$ cat config.mk
export PLATFORM = sky130hd
export DESIGN_NAME = avalon_move_mailbox
export DESIGN_NICKNAME = d
export VERILOG_FILES = /design/src/rtl/avalon_move_mailbox.sv
export SDC_FILE = /design/constraint.sdc
export NUM_CORES = 1
export LEC_CHECK = 0
export BUFFER_PORTS_ARGS = -buffer_cell sky130_fd_sc_hd__clkbuf_2
export CELL_PAD_IN_SITES_DETAIL_PLACEMENT = 0
export CELL_PAD_IN_SITES_GLOBAL_PLACEMENT = 1
export CORE_ASPECT_RATIO = 0.75
export CORE_MARGIN = 4
export CORE_UTILIZATION = 40
export CTS_BUF_LIST = sky130_fd_sc_hd__clkbuf_16
export CTS_CLUSTER_DIAMETER = 150
export DETAILED_ROUTE_END_ITERATION = 7
export PLACE_DENSITY = 0.71
export SKIP_LAST_GASP = 1
export SYNTH_ARGS = -nofsm -noshare
export SYNTH_HDL_FRONTEND = slang
export SYNTH_SLANG_ARGS = --single-unit
$ cat constraint.sdc
create_clock -name clk -period 3.35 [get_ports clk]
set_input_delay 0 -clock clk [delete_from_list [all_inputs] [get_ports clk]]
set_output_delay 0 -clock clk [all_outputs]
set_load 0.1 [all_outputs]
$ cat src/rtl/avalon_move_mailbox.sv
// Avalon-MM mailbox between HPS software and the move engine:
// argument registers, start/done handshake and a result-move FIFO.
module avalon_move_mailbox #(
  parameter int DATA_WIDTH = 32,
  parameter int ADDR_WIDTH = 15,
  parameter int NUM_ARG    = 8,
  parameter int MOVE_WIDTH = 12,
  parameter int FIFO_DEPTH = 16
) (
  input  logic                          clk,
  input  logic                          reset,
  input  logic [ADDR_WIDTH-1:0]         slave_address,
  input  logic                          slave_read,
  input  logic                          slave_write,
  input  logic [DATA_WIDTH-1:0]         slave_writedata,
  input  logic [DATA_WIDTH/8-1:0]       slave_byteenable,
  output logic [DATA_WIDTH-1:0]         slave_readdata,
  output logic                          eng_start,
  output logic [NUM_ARG*DATA_WIDTH-1:0] eng_args,
  input  logic                          eng_move_valid,
  input  logic [MOVE_WIDTH-1:0]         eng_move_data,
  output logic                          eng_move_ready,
  input  logic                          eng_done
);

  localparam int BW = DATA_WIDTH / 8;
  localparam int PW = $clog2(FIFO_DEPTH);
  localparam int CW = PW + 1;
  localparam int IW = (NUM_ARG > 1) ? $clog2(NUM_ARG) : 1;

  logic                  start;
  logic                  done;
  logic                  stall;
  logic                  underflow;
  logic [PW-1:0]         wr_ptr;
  logic [PW-1:0]         rd_ptr;
  logic [CW-1:0]         count;
  logic [15:0]           runcnt;
  logic [DATA_WIDTH-1:0] args [NUM_ARG];
  logic [MOVE_WIDTH-1:0] mem  [FIFO_DEPTH];

  logic [ADDR_WIDTH-1:0] arg_off;
  logic [IW-1:0]         arg_idx;
  logic sel_ctrl, sel_sts, sel_pop, sel_run, sel_arg;
  logic ctrl_wr, sts_wr, arg_wr;
  logic clear, rise, stop;
  logic empty, full, push, pop, pop_empty;
  logic [DATA_WIDTH-1:0] rd_val;

  assign arg_off  = slave_address - ADDR_WIDTH'(4);
  assign arg_idx  = arg_off[IW-1:0];
  assign sel_ctrl = slave_address == ADDR_WIDTH'(0);
  assign sel_sts  = slave_address == ADDR_WIDTH'(1);
  assign sel_pop  = slave_address == ADDR_WIDTH'(2);
  assign sel_run  = slave_address == ADDR_WIDTH'(3);
  assign sel_arg  = (slave_address >= ADDR_WIDTH'(4)) &&
                    (arg_off < ADDR_WIDTH'(NUM_ARG));

  assign ctrl_wr = slave_write && sel_ctrl && slave_byteenable[0];
  assign sts_wr  = slave_write && sel_sts && slave_byteenable[2];
  assign arg_wr  = slave_write && sel_arg;
  assign clear   = ctrl_wr && slave_writedata[2];
  assign rise    = ctrl_wr && slave_writedata[0] && !start;
  assign stop    = ctrl_wr && !slave_writedata[0];

  assign empty          = count == '0;
  assign full           = count == CW'(FIFO_DEPTH);
  assign eng_move_ready = !full && !clear;
  assign push           = eng_move_valid && eng_move_ready;
  assign pop            = slave_read && sel_pop && !empty;
  assign pop_empty      = slave_read && sel_pop && empty;
  assign eng_start      = start;

  for (genvar g = 0; g < NUM_ARG; g++) begin : g_args
    assign eng_args[g*DATA_WIDTH +: DATA_WIDTH] = args[g];
  end

  always_comb begin
    rd_val = '0;
    unique case (1'b1)
      sel_ctrl: rd_val[1:0] = {done, start};
      sel_sts:  rd_val[19:0] = {underflow, stall, full, empty,
                                16'(count)};
      sel_pop:  if (!empty) rd_val[MOVE_WIDTH-1:0] = mem[rd_ptr];
      sel_run:  rd_val[15:0] = runcnt;
      sel_arg:  rd_val = args[arg_idx];
      default:  rd_val = '0;
    endcase
  end

  always_ff @(posedge clk) begin
    if (push) mem[wr_ptr] <= eng_move_data;
  end

  always_ff @(posedge clk) begin
    if (!reset) begin
      start          <= 1'b0;
      done           <= 1'b0;
      stall          <= 1'b0;
      underflow      <= 1'b0;
      wr_ptr         <= '0;
      rd_ptr         <= '0;
      count          <= '0;
      runcnt         <= '0;
      slave_readdata <= '0;
      for (int i = 0; i < NUM_ARG; i++) args[i] <= '0;
    end else begin
      if (slave_read) slave_readdata <= rd_val;
      if (ctrl_wr) start <= slave_writedata[0];

      if (clear || rise || stop)    done <= 1'b0;
      else if (eng_done && start)   done <= 1'b1;

      // a new event wins over a same-cycle clear or W1C
      stall <= (stall && !clear && !(sts_wr && slave_writedata[18])) ||
               (eng_move_valid && !eng_move_ready);
      underflow <= (underflow && !clear &&
                    !(sts_wr && slave_writedata[19])) || pop_empty;

      if (clear || rise)                   runcnt <= '0;
      else if (push && runcnt != 16'hFFFF) runcnt <= runcnt + 16'd1;

      if (clear) begin
        wr_ptr <= '0;
        rd_ptr <= '0;
        count  <= '0;
      end else begin
        if (push) wr_ptr <= wr_ptr + PW'(1);
        if (pop)  rd_ptr <= rd_ptr + PW'(1);
        unique case ({push, pop})
          2'b10:   count <= count + CW'(1);
          2'b01:   count <= count - CW'(1);
          default: count <= count;
        endcase
      end

      for (int i = 0; i < NUM_ARG; i++)
        for (int b = 0; b < BW; b++)
          if (arg_wr && arg_idx == IW'(i) && slave_byteenable[b])
            args[i][b*8 +: 8] <= slave_writedata[b*8 +: 8];
    end
  end

endmodule

======== Yosys cells after proc, flatten, opt, wreduce, memory -nomap -nowiden ========
Memories as Yosys holds them, arrays and structs flattened. A register that Yosys moved wholly into a read port is not among the register bits.
Cells that the tools add are included.
cells by class
  add/subtract/negate cells ............... 6
  $mul .................................... 0
  divide/modulo/power cells ............... 0
  order comparisons ....................... 2
  equality and inequality tests ........... 14
  shift-type cells ........................ 0
  muxes and demuxes ....................... 140
  bitwise operators ....................... 33
  reduce and logical (&&, ||, !) cells .... 83
operators with widths
  cell                     count
  $mux W8                  32
  $mux W1                  99
  $logic_and A1 B1 Y1      64
  $pmux W10 S4             1
  $or A1 B1 Y1             32
  $eq A15 B2 Y1 const B    2
  $mux W12                 2
  $add A16 B1 Y16 const B  1
  $ne A16 B16 Y1 const B   1
  $pmux W4 S2              2
  $eq A15 B1 Y1 const B    1
  $ge A15 B3 Y1 const B    1
  $logic_not A15 Y1        1
  $lt A15 B4 Y1 const B    1
  $sub A15 B3 Y15 const B  1
  $eq A3 B3 Y1 const B     4
  $pmux W2 S5              1
  $pmux W5 S2              1
  $add A4 B1 Y4 const B    2
  $logic_not A1 Y1         8
  $mux W4                  2
  $eq A3 B2 Y1 const B     2
  $reduce_or A2 Y1         3
  $add A5 B1 Y5 const B    1
  other kinds (10)         13
word-level totals
  flip-flop bits (word level) ............. 65
  bits in latches ......................... 0
  RAM bits ................................ 448
  ROM bits ................................ 0
  output and inout port bits .............. 290
  word-level logic and storage cells ...... 289
  memories kept ........................... 2
memories
  name  words  bits a word  rd ports  clocked after memory_dff  wr ports  RTL line  source
  args  8      32           9         0                         8         39        logic [DATA_WIDTH-1:0] args [NUM_ARG];
  mem   16     12           1         1                         1         40        logic [MOVE_WIDTH-1:0] mem [FIFO_DEPTH];

======== Logic depth before layout (Yosys ltp) ========
Gate-level depths: netlist (run 1).
  depth in word-level cells ............... 10
  mapped depth ............................ 16

======== Least setup slack after synthesis (run 1) ========
OpenSTA, ideal clock, no wires.
  kind .................................... input port to flip-flop
  start ................................... in slave_address[2]
  end ..................................... reg count[4]
  arrival ................................. 2,851 ps
  slack ................................... 430 ps
  stages .................................. 14
  buffers on the path ..................... 2
  cell sequence ........................... inv_1 buf_1 ha_1 nand2b_1 or4_1 buf_2 nor3_1 ha_1 ha_1 a21o_1 a21oi_1 xor2_1 or3_1 a21oi_1
between the ends
  elaborated cells between the ends (all ways) .. 15
  those cells by class .................... 3 x eq/ne; 1 x mux; 11 x reduce/logical
RTL lines
  what                                               RTL line  source
  from (decl)                                        12        input logic [ADDR_WIDTH-1:0] slave_address,
  $eq A15 B2 Y1 *                                    54        assign sel_pop = slave_address == ADDR_WIDTH'(2);
  $logic_and A1 B1 Y1 * (2 in series)                70        assign pop = slave_read && sel_pop && !empty;
  net pop                                            47        logic empty, full, push, pop, pop_empty;
  $eq A2 B1 Y1 or $eq A2 B2 Y1 (tied branches)       130       unique case ({push, pop})
  $pmux W5 S2 or $reduce_bool A2 Y1 (tied branches)  -
  to (signal assigned)                               131       2'b10: count <= count + CW'(1);
  to (signal assigned)                               132       2'b01: count <= count - CW'(1);
  to (signal assigned)                               133       default: count <= count;
  to (decl)                                          37        logic [CW-1:0] count;
Mark *: on every way through the listed nets, which the timed path passes. The rest lies on a longest branch.
A chain may end at the register's enable or synchronous reset.

======== Worst setup path after layout (run 1) ========
  start ................................... reg count[0]
  end ..................................... reg count[4]
between the ends
  elaborated cells between the ends (all ways) .. 13
  those cells by class .................... 2 x add/sub; 3 x eq/ne; 1 x mux; 7 x reduce/logical
RTL lines
  what                                               RTL line  source
  $logic_not A5 Y1 *                                 66        assign empty = count == '0;
  $logic_not A1 Y1 *                                 -
  $logic_and A1 B1 Y1 *                              70
  net pop                                            47
  $eq A2 B1 Y1 or $eq A2 B2 Y1 (tied branches)       130
  $pmux W5 S2 or $reduce_bool A2 Y1 (tied branches)  -
Marks and branches as above.

==> results.json, run 1 <==
{
  "drv_cap": 0,
  "hold_depth": 3,
  "synth-async-reset-ratio": 0,
  "port_buffers": 358,
  "die-area_sq_um": 58400,
  "clockRootBuffer": "clkbuf_16",
  "cts_htree_levels": 2,
  "yosys_warnings": 0,
  "drive_above_1_share": 0.328,
  "post-place-ws_ns": 0.270,
  "fin_crit_sh": 0.868,
  "worstSkewPairLatency_ns": 0.61,
  "hpwl_um": 51300,
  "r2r-end": "count[4]",
  "start_util": 0.408,
  "wl_um": 71400,
  "worstReg2RegStart": "count[0]",
  "cp.required_ns": 3.86,
  "critPathTopFamily": "simple AND/OR/NAND/NOR gates",
  "fin_ws_ns": 0.441,
  "syn_avg_cell_area_sq_um": 14.4,
  "cpMaxStageDelayCell": "or4_1",
  "crit_buf_inv": 1,
  "hold_end": "args[1][29]",
  "cts_setup_buffers": 0,
  "synth_edf_count": 448,
  "worstPathCellList": "or4_1 > nor2_1 > nor3_1 > ha_1 > buf_4 > fa_1 > a21o_1 > a21oi_1 > xor2_1 > or3_1 > a21oi_1",
  "rsz0062_at_grt": "false",
  "setup_tns_ns": 0,
  "grt_pass1_vias": 15200,
  "fp.dieH_um": 210,
  "drt_first_pass_iters": 5,
  "cp-startpoint": "count[0]",
  "cts_resized": 0,
  "routed_via_density": 5.52,
  "min_period_ns": 2.91,
  "path_common_cell": "a21oi_1",
  "path_max_fanout": 6,
  "ys_ff_latch": 517,
  "core_sq_um": 53500,
  "rrSetupSlack_ns": 0.44,
  "arrival_ns": 3.42,
  "setup_viol": 0,
  "power.leakage_nw": 9.69,
  "rows": 73,
  "wl_per_cell_um": 26.2,
  "ir_worst_vdd_mv": 0.387,
  "worst_pin_slew_ns": 1.10,
  "area_delta_synth_final_pct": 24.1,
  "clk_pin_slew_ns": 0.06,
  "fmax_ghz": 0.344,
  "n_antenna_cell": 0,
  "cts_tree": "yes",
  "cts_buffers": 52,
  "drt_iter0_markers": 1818,
  "vias": 15100,
  "hp-class": "input pin to register",
  "hp-start": "slave_byteenable[3]",
  "cts_buffer_depth": 3,
  "gp_congestion": 0.891,
  "ctsHoldBuffers": 50,
  "slew_headroom": 0.264,
  "ys_seq_area_frac": 0.679,
  "grt_overflow": 0,
  "final_antenna_net_count": 0,
  "p_per_area_nw_per_um2": 580,
  "final_nets": 2052,
  "start_kind": "register",
  "grt_antenna_before_repair": 1,
  "end_kind": "register",
  "cts.sinks": 517,
  "drc": 0,
  "r2r_cells": 11,
  "syn_area_sq_um": 21800,
  "critical_path_class": "register to register",
  "boundaryPins": 359,
  "grt_pass1_wl_um": 104000,
  "status": "finished clean",
  "grtUsageTotal": 0.241,
  "grt_max_degree": 61,
  "synth_cells": 1518,
  "cpPeakStageDelay_ns": 0.56,
  "syn-num-nets": 1600,
  "hold_viol_final": 0,
  "fin_skew_ns": 0.0182,
  "die_x_um": 278,
  "yosys.cell_types.count": 53,
  "synth_flop_cell": "edfxtp_1",
  "drv_slew": 0
}
==> cells in the mapped netlist (all sizes together) (10+ instances only) <==
cell | number | share of area
xor2 | 14 | 0.0056
mux4 | 112 | 0.12
edfxtp | 448 | 0.62
clkbuf | 64 | 0.011
nand3 | 26 | 0.0060
a21boi | 14 | 0.0048
dfxtp | 69 | 0.063
mux2i | 22 | 0.010
nand4 | 12 | 0.0034
and2 | 37 | 0.011
a221oi | 10 | 0.0040
xnor2 | 12 | 0.0048
a21oi | 13 | 0.0030
buf | 33 | 0.0072
inv | 12 | 0.0021
ha | 12 | 0.0069
nor3 | 22 | 0.0050
nor2 | 271 | 0.047
o21ai | 62 | 0.015
nand2 | 177 | 0.030
==> layout by cell type, fill, tap and decap left out, types with 9 or more instances in the layout <==
cell type and instances:
mux4_2 112, a21oi_1 12, a211oi_1 9, o21ai_0 46, nand2_1 177, clkbuf_16 52
edfxtp_1 448, inv_1 20, a22oi_1 9, xor2_1 14, nor3_1 22, nand3_1 24
ha_1 12, clkbuf_2 354, dfxtp_1 67, mux2i_1 22, o21ai_1 9, a221oi_1 10
a21boi_0 14, nand4_1 12, clkinv_1 10, buf_4 85, and2_1 36, nor2_1 271
clkinv_2 12, dlygate4sd3_1 50, xnor2_1 12
==> sequential cells by signal (all words and copies together) (netlist names), named ones only <==
| register | cells |
|---|---|
| args | 256 |
| mem | 192 |
| slave_readdata | 32 |
| runcnt | 16 |
| count | 5 |
| rd_ptr | 4 |
| wr_ptr | 4 |
| done | 1 |
| eng_start | 1 |
| stall | 1 |
| underflow | 1 |
==> cell type report <==
| type | count | area (sq um) |
|---|---|---|
| Inverter | 12 | 45.0 |
| Timing Repair Buffer | 496 | 3040 |
| Sequential cell | 517 | 14800 |
| Tap cell | 712 | 891 |
| Fill cell | 4699 | 26400 |
| Clock buffer | 52 | 1300 |
| Clock inverter | 46 | 410 |
| Multi-Input combinational cell | 891 | 6590 |
==> worst register-to-register path, delay by kind of cell, from the launching register on <==
kind                       cells  cell delay [ns]
buffers and inverters          1             0.17
AOI/OAI and AO/OA              3             0.48
adders and majority gates      2             0.63
xor gates and xnor gates       1             0.09
and+or+nand+nor                4             1.08
DFF                            1             0.37
==> worst max-delay path by stage <==
| stage | to | slack, ns | depth (start not counted) |
|---|---|---|---|
| after CTS | count[4] | 0.45 | 11 |
| after global routing | count[4] | 0.27 | 11 |
| after detailed placement | args[7][18] | 0.27 | 11 |
| after floorplan | count[4] | 0.43 | 14 |
| after global placement | count[3] | 0.34 | 13 |
| final | count[4] | 0.44 | 11 |
==> power breakdown <==
group / switching, mW / leakage (nW) / internal (mW) / total [mW]
clock network: 2.55 / 0.870 / 3.32 / 5.87
logic: 2.01 / 4.09 / 0.452 / 2.47
registers: 0.162 / 4.73 / 7.22 / 7.38
==> metrics by stage <==
stage               hold WS (ns)  cell area, sq um   util  power [mW]  std cells
floorplan                 0.0989             21800      -        9.31       1518
global placement           0.305             24900  0.465        9.92       2578
detailed placement         0.313             24900  0.465        9.94       2578
CTS                       0.0366             27100  0.506        15.8       2726
global route               0.110             27100  0.506        16.2       2726
finish                    0.0741             27100  0.506        15.7       2726
==> metal layers <==
metal / wire length, um / global-route usage / share of wire
met5: 0 / 0 / 0
met4: 1740 / 0.0611 / 0.024
met3: 7270 / 0.0710 / 0.10
met2: 32500 / 0.372 / 0.46
met1: 29800 / 0.339 / 0.42
==> cell families (layout without fill, tap and decap cells) <==
logic type               after synthesis  in the layout  synth area share
flip-flops                           517            517             0.679
AND/OR/NAND/NOR                      582            582             0.115
multiplexers                         141            141             0.129
buffers and inverters                110            606            0.0207
XOR/XNOR                              26             26            0.0104
adder cells (fa/ha/maj)               13             13           0.00779
AO/OA/AOI/OAI                        129            129            0.0380
Power figures use the tool's default switching activity.
==> run 2, diff against run 1 <==
--- a/config.mk
+++ b/config.mk
@@ -7,2 +7,3 @@
 export LEC_CHECK = 0
+export ABC_CLOCK_PERIOD_IN_PS = 3350
 export BUFFER_PORTS_ARGS = -buffer_cell sky130_fd_sc_hd__clkbuf_2
@@ -17,2 +18,3 @@
 export PLACE_DENSITY = 0.71
+export REMOVE_ABC_BUFFERS = 1
 export SKIP_LAST_GASP = 1
--- a/constraint.sdc
+++ b/constraint.sdc
@@ -3,2 +3,2 @@
 set_output_delay 0 -clock clk [all_outputs]
-set_load 0.1 [all_outputs]
+set_load 0.005 [all_outputs]
==> results.json, run 2 (synthesis gave the netlist of run 1 again) <==
{
  "grt_pass1_wl_um": 100000,
  "design_area_sq_um": 26900,
  "vias": 15000,
  "core_sq_um": 53500,
  "drt_first_pass_iters": 5,
  "top_regs": "args: 256 flops, mem: 192 flops, slave_readdata: 32 flops",
  "hold_viol_final": 0,
  "grt_antenna_before_repair": 1,
  "grt_max_degree": 65,
  "ir_worst_vdd_mv": 0.406,
  "r2r-end": "count[4]",
  "cts_tree": "yes",
  "hp-start": "slave_address[14]",
  "rrSetupSlack_ns": 0.45,
  "area_delta_synth_final_pct": 23.2,
  "rows": 73,
  "drive_above_1_share": 0.322,
  "ctsHoldBuffers": 52,
  "status": "finished clean",
  "use_met2": 0.353,
  "final_cell_mix": "edfxtp_1, clkbuf_2, nor2_1",
  "grtUsageTotal": 0.229,
  "drc": 0,
  "fillers": 4674,
  "hpwl_um": 48900,
  "path_max_fanout": 6,
  "die-area_sq_um": 58400,
  "start_kind": "register",
  "die_x_um": 278,
  "power_mw": 13.9,
  "gr-max-usage-layer": "met2",
  "cts_htree_levels": 2,
  "rsz0062_at_grt": "false",
  "p_per_area_nw_per_um2": 516,
  "drv_slew": 0,
  "final_common_cell": "edfxtp_1",
  "gp_congestion": 0.851,
  "wl_per_cell_um": 25.2,
  "cp-startpoint": "count[0]",
  "grt_pass1_vias": 15000,
  "power.leakage_nw": 9.60,
  "grt_overflow": 0,
  "fmax_ghz": 0.345,
  "fp.dieH_um": 210,
  "largest_register_ffs": 256,
  "grt_util_met1": 0.331,
  "boundaryPins": 359,
  "worst_pin_slew_ns": 0.895,
  "cts_resized": 0,
  "end_kind": "register",
  "placed_area_sq_um": 24800,
  "port_buffers": 358,
  "cts_buffers": 50,
  "setup_tns_ns": 0,
  "setup_viol": 0,
  "endpoint": "count[4]",
  "clk_pin_slew_ns": 0.07,
  "worstReg2RegStart": "count[0]",
  "worstSkewPairLatency_ns": 0.60,
  "fin_skew_ns": 0.0202,
  "cts_setup_buffers": 0,
  "grtUsageMet3": 0.0536,
  "drv_cap": 0,
  "r2r_cells": 11,
  "final_antenna_net_count": 0,
  "cts.sinks": 517,
  "slew_headroom": 0.402,
  "start_util": 0.408,
  "critical_path_class": "register to register",
  "hold_slack_ns": 0.0642,
  "arrival_ns": 3.40,
  "min_period_ns": 2.90,
  "cts_buffer_depth": 3,
  "wl_um": 68500,
  "clockRootBuffer": "clkbuf_16",
  "hp-class": "input pin to register",
  "fin_crit_sh": 0.865,
  "routed_via_density": 5.53,
  "drt_iter0_markers": 1437,
  "final_nets": 2047,
  "regMostFlops": "args",
  "cp.required_ns": 3.86
}
-- run 2: changes by cell type in the layout (fill, tap and decap cells not counted), moves of 3 or more --
cell        previous run  this run
bufinv_16              6         3
buf_4                 85        81
clkinvlp_4             3         0
o21ai_0               46        52
o21ai_1                9         3
inv_1                 20        23
-- run 2: metal layers --
layer / part of all wire / wire [um]
met1: 0.43 / 29200
met4: 0.025 / 1690
met2: 0.46 / 31400
met5: 0 / 0
met3: 0.090 / 6180
-- run 2: stage by stage --
step | util | instances | setup WS, ns
2_1_floorplan | - | 1420 | -1.17
3_3_place_gp | 0.464 | 2573 | 0.291
3_5_place_dp | 0.464 | 2573 | 0.161
4_1_cts | 0.503 | 2716 | 0.469
5_1_grt | 0.503 | 2717 | 0.270
6_report | 0.503 | 2717 | 0.451
-- run 2: cell type report --
class	count	area, sq um	share of cell area
clock buffer	51	1280	0.0474
tap	712	891	0.0331
multi-input combinational	891	6590	0.245
clock inverter	40	274	0.0102
timing repair buffer	493	2990	0.111
antenna	1	2.50	0.0000930
sequential	517	14800	0.551
inverter	12	45.0	0.00167
-- run 2: critical path: stages (launching register included) --
cell and delay [ns]:
dfxtp_1 0.39, or4_1 0.56, nor2_1 0.14, nor3_1 0.08, ha_1 0.20, buf_4 0.16
fa_1 0.41, a21o_1 0.18, a21oi_1 0.16, xor2_1 0.09, or3_1 0.31, a21oi_1 0.14
-- run 2: report_power, final --
| part | total (mW) | internal (mW) | switching [mW] |
|---|---|---|---|
| registers | 7.37 | 7.22 | 0.153 |
| logic | 1.09 | 0.454 | 0.638 |
| clock network | 5.42 | 3.00 | 2.42 |
-- run 2: worst min path at each step --
stage | to | slack, ns | cells past startpoint
2_1_floorplan | slave_readdata[17] | 0.09 | 1
3_3_place_gp | stall | 0.30 | 3
3_5_place_dp | stall | 0.31 | 3
4_1_cts | underflow | 0.04 | 5
5_1_grt | underflow | 0.11 | 5
6_report | register | 0.06 | 6
